## src/rtl/ratio_decoder_pkg.sv

```systemverilog
// rtl/ratio_decoder_pkg.sv - shared types and sizes for the divider ratio decoder
package ratio_decoder_pkg;

    localparam int MAX_PERIOD = 256;
    localparam int CNT_W      = 9;
    localparam int CODE_W     = 4;
    localparam int MATCH_W    = 3;

    // Counter parks here when no tick arrives; one past the longest legal period.
    localparam logic [CNT_W-1:0] CNT_SAT = CNT_W'(MAX_PERIOD + 1);

    typedef enum logic [1:0] {
        ST_IDLE    = 2'd0,
        ST_SYNC    = 2'd1,
        ST_MEASURE = 2'd2,
        ST_LOCKED  = 2'd3
    } state_e;

endpackage

```

## src/rtl/ratio_decoder_if.sv

```systemverilog
// rtl/ratio_decoder_if.sv - enable/tick inputs and decoded ratio outputs
interface ratio_decoder_if;

    logic                                en;
    logic                                tick_in;
    logic [ratio_decoder_pkg::CODE_W-1:0] div_val;
    logic                                locked;
    logic                                err;

    modport master (
        output en,
        output tick_in,
        input  div_val,
        input  locked,
        input  err
    );

    modport slave (
        input  en,
        input  tick_in,
        output div_val,
        output locked,
        output err
    );

endinterface

```

## src/rtl/pow2_encode.sv

```systemverilog
// rtl/pow2_encode.sv - maps a measured period to {valid, n} when period == 2^n, n in 1..8
module pow2_encode
    import ratio_decoder_pkg::*;
(
    input  logic [CNT_W-1:0]  period,
    output logic              valid,
    output logic [CODE_W-1:0] code
);

    always_comb begin
        valid = 1'b0;
        code  = '0;
        for (int i = 1; i <= 8; i++) begin
            if (period == (CNT_W'(1) << i)) begin
                valid = 1'b1;
                code  = CODE_W'(i);
            end
        end
    end

endmodule

```

## src/rtl/ratio_decoder.sv

```systemverilog
// rtl/ratio_decoder.sv - measures the tick period, locks onto a stable 2^n ratio and reports n
module ratio_decoder
    import ratio_decoder_pkg::*;
#(
    parameter int LOCK_CNT = 2
) (
    input  logic           clk,
    input  logic           rst_n,
    ratio_decoder_if.slave bus
);

    localparam logic [1:0] IDLE    = ST_IDLE;
    localparam logic [1:0] SYNC    = ST_SYNC;
    localparam logic [1:0] MEASURE = ST_MEASURE;
    localparam logic [1:0] LOCKED  = ST_LOCKED;

    logic [1:0]         state;
    logic [CNT_W-1:0]   cnt;
    logic [CODE_W-1:0]  cand;
    logic               cand_vld;
    logic [MATCH_W-1:0] match;
    logic [CODE_W-1:0]  div_q;
    logic               locked_q;
    logic               err_q;

    logic               p_valid;
    logic [CODE_W-1:0]  p_code;
    logic [MATCH_W:0]   match_nx;
    logic               lock_hit;
    logic               overrun;
    logic [CNT_W-1:0]   cnt_inc;

    // cnt holds the period length as seen on the edge that samples the next tick
    pow2_encode u_enc (
        .period (cnt),
        .valid  (p_valid),
        .code   (p_code)
    );

    always_comb begin
        match_nx = (cand_vld && (cand == p_code)) ? ({1'b0, match} + 1'b1)
                                                  : (MATCH_W+1)'(1);
        lock_hit = (match_nx >= (MATCH_W+1)'(LOCK_CNT));
        overrun  = !bus.tick_in && (cnt == CNT_W'(MAX_PERIOD));
        cnt_inc  = (cnt == CNT_SAT) ? cnt : cnt + 1'b1;
    end

    always_ff @(posedge clk) begin
        if (!rst_n) begin
            state    <= IDLE;
            cnt      <= '0;
            cand     <= '0;
            cand_vld <= 1'b0;
            match    <= '0;
            div_q    <= '0;
            locked_q <= 1'b0;
            err_q    <= 1'b0;
        end else begin
            err_q <= 1'b0;
            if (!bus.en) begin
                state    <= IDLE;
                cnt      <= '0;
                cand     <= '0;
                cand_vld <= 1'b0;
                match    <= '0;
                div_q    <= '0;
                locked_q <= 1'b0;
            end else begin
                case (state)
                    // a tick seen while leaving IDLE already serves as the sync tick
                    IDLE, SYNC: begin
                        if (bus.tick_in) begin
                            state    <= MEASURE;
                            cnt      <= CNT_W'(1);
                            cand_vld <= 1'b0;
                            match    <= '0;
                        end else begin
                            state <= SYNC;
                            cnt   <= '0;
                        end
                    end
                    MEASURE: begin
                        if (bus.tick_in) begin
                            cnt <= CNT_W'(1);
                            if (!p_valid) begin
                                err_q    <= 1'b1;
                                cand_vld <= 1'b0;
                                match    <= '0;
                            end else begin
                                cand     <= p_code;
                                cand_vld <= 1'b1;
                                match    <= match_nx[MATCH_W-1:0];
                                if (lock_hit) begin
                                    state    <= LOCKED;
                                    locked_q <= 1'b1;
                                    div_q    <= p_code;
                                end
                            end
                        end else if (overrun) begin
                            err_q    <= 1'b1;
                            state    <= SYNC;
                            cnt      <= '0;
                            cand_vld <= 1'b0;
                            match    <= '0;
                        end else begin
                            cnt <= cnt_inc;
                        end
                    end
                    LOCKED: begin
                        if (bus.tick_in) begin
                            cnt <= CNT_W'(1);
                            if (!(p_valid && (p_code == div_q))) begin
                                err_q    <= 1'b1;
                                locked_q <= 1'b0;
                                div_q    <= '0;
                                state    <= MEASURE;
                                cand     <= p_code;
                                cand_vld <= p_valid;
                                match    <= p_valid ? MATCH_W'(1) : '0;
                            end
                        end else if (overrun) begin
                            err_q    <= 1'b1;
                            locked_q <= 1'b0;
                            div_q    <= '0;
                            state    <= SYNC;
                            cnt      <= '0;
                            cand_vld <= 1'b0;
                            match    <= '0;
                        end else begin
                            cnt <= cnt_inc;
                        end
                    end
                    default: state <= IDLE;
                endcase
            end
        end
    end

    assign bus.div_val = div_q;
    assign bus.locked  = locked_q;
    assign bus.err     = err_q;

endmodule
```

## src/flat_wrapper.sv

```systemverilog
// flat-port wrapper written by rule: the top's interface ports become plain ports
module ratio_decoder_flat import ratio_decoder_pkg::*;
#(
    parameter int LOCK_CNT = 2
)
  (clk, rst_n, bus_en, bus_tick_in, bus_div_val, bus_locked, bus_err);
  ratio_decoder_if bus_i ();
  input  logic clk;
  input  logic rst_n;
  input wire logic [$bits(bus_i.en)-1:0] bus_en;
  input wire logic [$bits(bus_i.tick_in)-1:0] bus_tick_in;
  output wire logic [$bits(bus_i.div_val)-1:0] bus_div_val;
  output wire logic [$bits(bus_i.locked)-1:0] bus_locked;
  output wire logic [$bits(bus_i.err)-1:0] bus_err;
  assign bus_i.en = bus_en;
  assign bus_i.tick_in = bus_tick_in;
  assign bus_div_val = bus_i.div_val;
  assign bus_locked = bus_i.locked;
  assign bus_err = bus_i.err;
  ratio_decoder #(.LOCK_CNT(LOCK_CNT)) u_core (.clk(clk), .rst_n(rst_n), .bus(bus_i));
endmodule
```

## config.mk

```make
export PLATFORM = sky130hd
export DESIGN_NAME = ratio_decoder_flat
export DESIGN_NICKNAME = d
export VERILOG_FILES = /design/src/rtl/ratio_decoder_pkg.sv /design/src/rtl/ratio_decoder_if.sv /design/src/rtl/pow2_encode.sv /design/src/rtl/ratio_decoder.sv /design/src/flat_wrapper.sv
export SDC_FILE = /design/constraint.sdc
export NUM_CORES = 1
export LEC_CHECK = 0
export ABC_CLOCK_PERIOD_IN_PS = 8400
export BUFFER_PORTS_ARGS = -buffer_cell sky130_fd_sc_hd__buf_2
export CAP_MARGIN = 25
export CORE_AREA = 2 2 56 58
export DETAILED_ROUTE_END_ITERATION = 8
export DIE_AREA = 0 0 58 60
export GPL_TIMING_DRIVEN = 0
export PLACE_DENSITY = 0.79
export SLEW_MARGIN = 20
export SYNTH_ARGS = -nofsm -noshare
export SYNTH_HDL_FRONTEND = slang
export SYNTH_SLANG_ARGS = --single-unit
```

## constraint.sdc

```tcl
create_clock -name clk -period 8.4 [get_ports clk]
set_clock_uncertainty 0.15 [all_clocks]
set_input_delay 2.52 -clock clk [delete_from_list [all_inputs] [get_ports clk]]
set_output_delay 2.52 -clock clk [all_outputs]
set_load 0.05 [all_outputs]
```

==> impl_metrics.ini <==
[timing]
period_needed_ns = 4.05
setup_viol = 0
tightestPinTransition_ns = 0.671
grt_setup_unrepaired = no
tns_ns = 0
fmax_mhz = 247
final.setup.worst_slack_ns = 4.35
holdWs_ns = 0.309
relSlewSlack_pct = 54.8
fin_crit_sh_pct = 48.2
hold_violations = 0
maxSlewViolCount = 0

[yosys]
synthArstFlopShare_pct = 0
syn-num-nets = 208
synth_edf_count = 0
ys_seq_elements = 25
syn_avg_cell_area_sq_um = 8.30
postSynthCellCount = 199
synth.largest_area_cell = dfxtp_1
synth_ff_type = dfxtp_1
synth_area_sq_um = 1650
synth_top_area_share_pct = 30.3
yosysWarningCount = 0
synth_area_leaders = dfxtp_1 (30%), xor2_1 (5.3%), nor2_1 (5.0%)
seq_area_frac_synth_pct = 30.3
synth.distinct_cells = 54

[floorplan]
die_width_um = 58
row_count = 20
io_pins = 10
coreArea_sq_um = 2900
die_h_um = 60
start_util_pct = 56.9
die_area_sq_um = 3480

[worst_setup_path]
path_max_fanout = 10
crit_required_ns = 8.51
r2r-end = u_core.bus.div_val[2]
rrSetupSlack_ns = 4.67
critPathBufInv = 3
path_cells = buf_2 -> clkbuf_1 -> inv_1 -> o41ai_2 -> a2111oi_4 -> o31ai_1
start_kind = input pin
critPathCaptureType = flip-flop
worstReg2RegStart = u_core.cnt[0]
cpPeakStageDelay_ns = 0.71
cpMaxStageDelayCell = o41ai_2
path_delay_family = compound AO/OA/AOI/OAI gates
r2r_cells = 10
crit_arrival_ns = 4.16
path_class = input pin to flip-flop

[clock_network]
root_buffer = clkbuf_4
cts_max_path_buffers = 2
cts_max_level = 1
clock_latency_ns = 0.33
clkTransAtPathRegs_ns = 0.15
cts_setup_buffers = 0
numCtsBuffers = 3
cts_hold_buf = 0
cts_tree = built
cts_num_sinks = 25
cts_resized = 0

[final_layout]
seq_area_sq_um = 500
syn_to_final_growth_pct = 7.35
fillers = 259
fin_area_sq_um = 1770
multiInputGateArea_sq_um = 1060
final_cell_mix = dfxtp_1 (25), nor2_1 (22), nand2_1 (13)
fin_nets = 222
drive_above_1_share_pct = 16.0
n_antenna_cell = 0
final_common_cell = dfxtp_1

[placement]
dpl_worst_slack_ns = 3.74
place_area_sq_um = 1740
hpwl_um = 2720
place_congestion = 0.905
port_buffers = 9

[route]
drtPass1Iterations = 4
ant_nets = 0
routed_wl_um = 3560
drc_errors = 0
drt_iter0_drc = 138
num_vias = 1493
vias_per_cell = 6.09
wl_per_cell_um = 14.5

[pwr]
p_total_mw = 0.186
p_per_area_nw_per_um2 = 105
switchingPower_mw = 0.0449
sequentialPowerShare_pct = 64.6
pwr-share-comb_pct = 6.6
swShare_pct = 24.1
pwr-share-clk_pct = 28.8
p_int_mw = 0.141
power_leakage_nw = 0.625
vdd_ir_drop_max_mv = 0.0823

[hold_path]
worst_hold_startpoint = u_core.bus.locked
min_path_cells = 2
hold_end = u_core.bus.locked
min_path_type = flip-flop to flip-flop

[grt]
globalRouteTotalUtil_pct = 22.8
grt_pass1_wl_um = 6190
grt_max_degree = 15
first_global_vias = 1387
overflow = 0
antenna_found_initial = 0

[run]
maxCapViolCount = 0

[run_status]
status = finished clean
==> final cells by class <==
class | count | area share (%)
plain buffers | 11 | 3.67
clock buffers | 3 | 1.27
clock inverters | 1 | 0.282
inverters | 8 | 1.69
multi-input cells | 155 | 60.0
flip-flops and latches | 25 | 28.2
well taps | 33 | 2.33
repair buffers | 9 | 2.54
==> Yosys cell counts (2+ instances only) <==
cell      instances
o21ai_0           4
o211ai_1          2
buf_4             2
nand3_1           5
o31ai_1           3
dfxtp_1          25
mux2i_1           4
nor2_1           22
nand3b_1          2
nand4_1           7
nand2b_1          4
clkbuf_1          6
and3_1            2
or3_2             2
nor2b_1           4
ha_1              5
nand2_1          13
or4_4             2
inv_1             8
a221oi_1          2
mux2_2            3
buf_6             2
xor2_1           10
nor3_1            5
nor4b_1           3
a21oi_1          10
o22ai_1           4
xnor2_1           3
nor4_1            5
and2_1            5
o31a_1            2
==> power groups by stage <==
stage / clock network, mW / logic (mW) / registers, mW
2_1_floorplan: 0 / 0.00849 / 0.123
3_3_place_gp: 0 / 0.0115 / 0.123
3_5_place_dp: 0 / 0.0119 / 0.123
4_1_cts: 0.0556 / 0.0119 / 0.120
5_1_grt: 0.0616 / 0.0134 / 0.120
6_report: 0.0536 / 0.0122 / 0.120
==> stage by stage <==
stage / cells / util (%)
2_1_floorplan: 199 / -
3_3_place_gp: 241 / 59.9
4_1_cts: 245 / 60.8
3_5_place_dp: 241 / 59.9
5_1_grt: 245 / 61.1
6_report: 245 / 61.1
==> layer usage <==
layer / part of all wire [%] / routed length, um / global-route usage, % / up-vias
met5: 0 / 0 / 0 / -
met4: 1.2 / 41 / 8.64 / 0
met3: 3.4 / 120 / 2.60 / 5
met2: 51 / 1800 / 40.6 / 38
met1: 45 / 1600 / 28.2 / 698
li1: - / - / - / 752
==> flip-flops by register name, summed over array words and instances (netlist names) <==
register	cells
u_core.cand	4
u_core.bus.div_val	4
u_core.cnt	9
u_core.state	2
u_core.match	3
u_core.cand_vld	1
u_core.bus.err	1
u_core.bus.locked	1
==> worst max path at each step <==
stage	from	to	slack, ns	depth (start not counted)
final	bus_tick_in	u_core.bus.div_val[3]	4.35	6
after global routing	bus_tick_in	u_core.bus.div_val[3]	4.28	6
after CTS	bus_tick_in	u_core.bus.div_val[3]	4.09	6
after detailed placement	bus_tick_in	u_core.bus.div_val[3]	3.74	6
after global placement	bus_tick_in	u_core.bus.div_val[3]	3.79	6
after floorplan	bus_tick_in	u_core.bus.div_val[3]	4.24	5
==> kinds of logic after synthesis <==
logic type               Yosys count  synth area share (%)
AND/OR/NAND/NOR                   90                  30.8
AO/OA/AOI/OAI                     40                  18.0
flip-flops                        25                  30.3
buffers and inverters             19                  5.76
XOR/XNOR                          13                  6.89
multiplexers                       7                  4.47
adder cells (fa/ha/maj)            5                  3.79
==> worst reg2reg max path: stages, from the launching register on <==
cell	delay [ns]
dfxtp_1	0.39
inv_1	0.14
ha_1	0.24
or4b_1	0.45
clkbuf_1	0.17
a2bb2oi_1	0.16
nor3_1	0.46
xor2_1	0.26
or4_4	0.60
a2111oi_4	0.50
o22ai_1	0.13
Power figures use the tool's default switching activity.
